**src/rtl/instr_field_queue.sv**
```systemverilog
// Fetch-to-decode instruction queue that presents the head entry split into MIPS fields.
// Optional INSTR_FIELD_QUEUE_EXT_IMM_EN adds sign/zero-extended imm32 outputs.
module instr_field_queue #(
  parameter int DEPTH = 4,
  parameter int PC_W  = 32,
  parameter int CNT_W = $clog2(DEPTH) + 1
) (
  input  logic             clk,
  input  logic             reset,
  input  logic             flush,
  input  logic             in_valid,
  output logic             in_ready,
  input  logic [31:0]      in_instr,
  input  logic [PC_W-1:0]  in_pc,
  output logic             out_valid,
  input  logic             out_ready,
  output logic [PC_W-1:0]  out_pc,
  output logic [5:0]       op,
  output logic [4:0]       rs,
  output logic [4:0]       rt,
  output logic [4:0]       rd,
  output logic [4:0]       shamt,
  output logic [5:0]       func,
  output logic [15:0]      imm16,
  output logic [25:0]      addr26,
`ifdef INSTR_FIELD_QUEUE_EXT_IMM_EN
  output logic [31:0]      imm32_sext,
  output logic [31:0]      imm32_zext,
`endif
  output logic [CNT_W-1:0] count
);

  localparam int AW = $clog2(DEPTH);

  logic [31:0]     mem_instr [DEPTH];
  logic [PC_W-1:0] mem_pc    [DEPTH];

  logic [AW-1:0]    rd_ptr;
  logic [AW-1:0]    wr_ptr;
  logic [CNT_W-1:0] cnt;
  logic             push;
  logic             pop;
  logic [31:0]      head;

  assign in_ready  = (cnt != CNT_W'(DEPTH));
  assign out_valid = (cnt != '0);
  assign push      = in_valid && in_ready && !flush;
  assign pop       = out_valid && out_ready && !flush;
  assign count     = cnt;

  // Storage needs no reset; only the head of an occupied queue is visible.
  always_ff @(posedge clk) begin
    if (push) begin
      mem_instr[wr_ptr] <= in_instr;
      mem_pc[wr_ptr]    <= in_pc;
    end
  end

  // Pointers and occupancy; flush wins over a concurrent push and pop.
  always_ff @(posedge clk or posedge reset) begin
    if (reset) begin
      rd_ptr <= '0;
      wr_ptr <= '0;
      cnt    <= '0;
    end else if (flush) begin
      rd_ptr <= '0;
      wr_ptr <= '0;
      cnt    <= '0;
    end else begin
      if (push) wr_ptr <= wr_ptr + 1'b1;
      if (pop)  rd_ptr <= rd_ptr + 1'b1;
      unique case ({push, pop})
        2'b10:   cnt <= cnt + 1'b1;
        2'b01:   cnt <= cnt - 1'b1;
        default: cnt <= cnt;
      endcase
    end
  end

  // Head word and PC gated to zero while empty.
  always_comb begin
    head   = '0;
    out_pc = '0;
    if (out_valid) begin
      head   = mem_instr[rd_ptr];
      out_pc = mem_pc[rd_ptr];
    end
  end

  assign op     = head[31:26];
  assign rs     = head[25:21];
  assign rt     = head[20:16];
  assign rd     = head[15:11];
  assign shamt  = head[10:6];
  assign func   = head[5:0];
  assign imm16  = head[15:0];
  assign addr26 = head[25:0];

`ifdef INSTR_FIELD_QUEUE_EXT_IMM_EN
  assign imm32_sext = {{16{head[15]}}, head[15:0]};
  assign imm32_zext = {16'h0000, head[15:0]};
`endif

endmodule

```
**config.mk**
```make
export PLATFORM = sky130hd
export DESIGN_NAME = instr_field_queue
export DESIGN_NICKNAME = d
export VERILOG_FILES = /design/src/rtl/instr_field_queue.sv
export SDC_FILE = /design/constraint.sdc
export NUM_CORES = 1
export LEC_CHECK = 0
export ABC_CLOCK_PERIOD_IN_PS = 3000
export CORE_UTILIZATION = 48
export DETAILED_ROUTE_END_ITERATION = 16
export HOLD_SLACK_MARGIN = 0.02
export PLACE_DENSITY = 0.79
export RECOVER_POWER = 50
export SYNTH_ARGS = -nofsm -noshare
export SYNTH_HDL_FRONTEND = slang
export SYNTH_SLANG_ARGS = --single-unit
```
**constraint.sdc**
```tcl
create_clock -name clk -period 3 [get_ports clk]
set_clock_uncertainty 0.2 [all_clocks]
set_input_delay 0.45 -clock clk [delete_from_list [all_inputs] [get_ports clk]]
set_output_delay 0.45 -clock clk [all_outputs]
set_load 0.01 [all_outputs]
```
==> results.md <==
* Post-layout min period at 2940 ps
* TritonCTS clock tree: done
* Fill count at between 1000 and 1500
* Nets at roughly 760
* CP max-delay cell: mux4_2
* Sequential share of the synthesized area at 74.7%
* Post-route cell area at 0.0134 sq mm
* DP Area at 0.0125 sq mm
* Initial Util at just under 50%
* Outcome: finished, final reports clean
* Largest net degree at the start of global routing at 44
* Row cnt at 53
* DR vias/cell at 5.36
* Peak VDD IR at 0.000491 V
* Htree depth at 1
* Synth Register Bits at 263
* CP Capture Type: output port
* Post-DRT Antenna Nets at 0
* Clock buffer depth at 3
* Top layer in use: met5
* M1 WL at ~8400 microns
* Drt total wl at 19900 microns
* First-pass GRT wire length at 30200 microns
* Distinct cells, synth at 32
* Slowest Stage Delay on Critical Path at 490 ps
* GRT Util Overall at between 15 and 20%
* Crit Path Class: reg2out
* Max cap viols at 0
* Clock Pin Slew Worst Setup and Hold Paths at ~60 ps
* DRC Markers at 0
* EDFF count, synth at between 200 and 300
* Final hold vios at 0
* Hold WC Path Type: reg2reg
* Drt first pass iters at 4
* Port buffer count at 179
* Vias in the first global route at 5465
* IO Count at 180
* Crit Path Max Fanout at 7
* Die area at 0.0225 sq mm
* CTS Sinks at 263
* Core ar. at between 0.02 and 0.025 sq mm
* Most common cell after layout, fill and taps aside: edfxtp_1
* Synth area leaders: edfxtp_1, mux4_2, and2_1
* Commonest non-fill, non-tap cells in the layout: edfxtp_1, dlygate4sd2_1, dlygate4sd3_1, mux4_2, and2_1
* Synthesis warning total at 0
* Antenna violations before repair at 3
* RSZ-0062 raised after global routing: true
* Fin util at 62.9%
* Avg Inst Size Synth at 20.5 sq um
* P_leak at 4.77 nW
* Average wire per standard cell at 20.3 microns
* Power per Cell Area at 636 mW/mm^2
* Gpl congestion at 0.670
* Setup-failing EPs final at 0
* Synth Net Count at 587
* Root Buffer: clkbuf_16
* Final Slew Violations at 0
* Fmax at 340 MHz
* Routed wl met3 at 1260 microns
* Synthesized area at 0.0105 sq mm
* Die Wd at roughly 150 microns
* Total CTS buffers at 26
* Post-Syn Instances at 513
* Met2 Wirelength at 9970 microns
* Cell taking the most area after synthesis: edfxtp_1
* DP Wirelength at 12300 microns
* Clk_lat worst skew at 530 ps
* Layout cells sized above 1 at about a fifth
* Fraction of post-synthesis cell area in the top cell type by area at 73.0%
* Total vias in the final route at about 5200
* Most used DFF post-synth: edfxtp_1
* Slew HR at approximately 44%
* Syn-to-layout area delta at 27.1%
* Async SR Flop Fraction at around 2.7%
* Die H at 150 microns
* CP Buf/Inv Count at 2
* Crit path launch type: flip-flop
* Worst EP arrival at 2290 ps
* Period utilization at 98.1%
* Sequence of cells on the critical path: buf_6 > mux4_2 > and2_1 > clkdlybuf4s50_1
* Iter 0 DRT Violations at 356
* GRT overflow at 0
* CP Data Required Time at 2350 ps
* Delay-heaviest family, CP: buffers and inverters
* Slew @ Worst Pin at 847 ps
-- repair_timing --
| action | 4_1_cts | 5_1_grt |
|---|---|---|
| setup buffers | 4 | 7 |
| cloned | 0 | 2 |
| setup endpoints to repair | 107 | 9 |
| hold endpoints to repair | 7 | 0 |
| gates resized for setup | 105 | 11 |
| hold buffers | 1 | 0 |
-- metal layers --
| layer | vias up | global-route usage (%) |
|---|---|---|
| met5 | - | 0 |
| met4 | 4 | 4.39 |
| met3 | 25 | 3.67 |
| met2 | 192 | 30.1 |
| met1 | 2694 | 24.2 |
| li1 | 2331 | - |
-- area by class of cell --
type	count	area (sq um)	area share [%]
diodes	1	2.50	0.0187
inverters	8	30.0	0.224
repair buffers	213	2140	16.0
well taps	275	344	2.57
multi-input cells	173	2190	16.3
clock buffers	33	677	5.06
flip-flops and latches	263	7870	58.8
clock inverters	13	131	0.981
-- registers in the layout, indices dropped and copies added (netlist names) --
signal     count
mem_instr    128
mem_pc       128
count          3
rd_ptr         2
wr_ptr         2
-- cells by family after synthesis --
logic type | Yosys count | synth area share, %
mux | 65 | 13.8
buf+inv | 77 | 4.76
simple gates | 85 | 4.91
fa+ha+maj | 5 | 0.665
xor+xnor | 3 | 0.250
compound gates | 15 | 0.962
flops | 263 | 74.7
-- final timing paths --
kind	startpoint	to	slack, ps	cells after the start
worst max-delay path	rd_ptr[0]	out_pc[24]	60	4
worst min-delay path	wr_ptr[1]	wr_ptr[1]	410	2
worst max register to register	count[1]	mem_instr[3][12]	210	5
worst min register to register	wr_ptr[1]	wr_ptr[1]	410	2
max in group asynchronous	reset	count[0]	1680	3
min in group asynchronous	reset	count[2]	650	3
-- cell usage after synthesis, types with 2 or more instances --
cell	number
clkbuf_1	7
nand3_1	4
xor2_1	2
and2_1	69
inv_1	8
ha_1	4
edfxtp_1	256
dfrtp_1	7
a21oi_1	4
buf_6	5
nor2_1	3
o21ai_0	2
nor3b_1	2
o2111ai_1	2
mux4_2	64
o22ai_1	2
nor3_1	2
nand2b_1	2
buf_2	14
buf_4	42
-- worst min-delay path: stages, from the launching register on --
cell	delay, ps
dfrtp_1	410
o21ai_0	90
a21oi_1	70
-- per-stage QoR --
| step | total power [mW] | setup slack, ps | std cells | hold slack [ps] | TNS, ps |
|---|---|---|---|---|---|
| 2_1_floorplan | 5.03 | 568 | 513 | 53.4 | 0 |
| 3_3_place_gp | 5.62 | 335 | 918 | 365 | 0 |
| 3_5_place_dp | 5.65 | 288 | 918 | 401 | 0 |
| 4_1_cts | 8.56 | -66.6 | 969 | 328 | -392 |
| 5_1_grt | 8.85 | -14.9 | 978 | 422 | -158 |
| 6_report | 8.51 | 57.2 | 979 | 406 | 0 |
-- report_power, final --
part / switching (mW) / leakage, nW / internal (mW) / total (mW)
combinational: 0.609 / 1.97 / 0.684 / 1.29
clock: 1.28 / 0.390 / 1.77 / 3.05
sequential: 0.0277 / 2.41 / 4.15 / 4.17
total: 1.91 / 4.77 / 6.60 / 8.51
No activity file was read; power rests on OpenSTA's default activity.
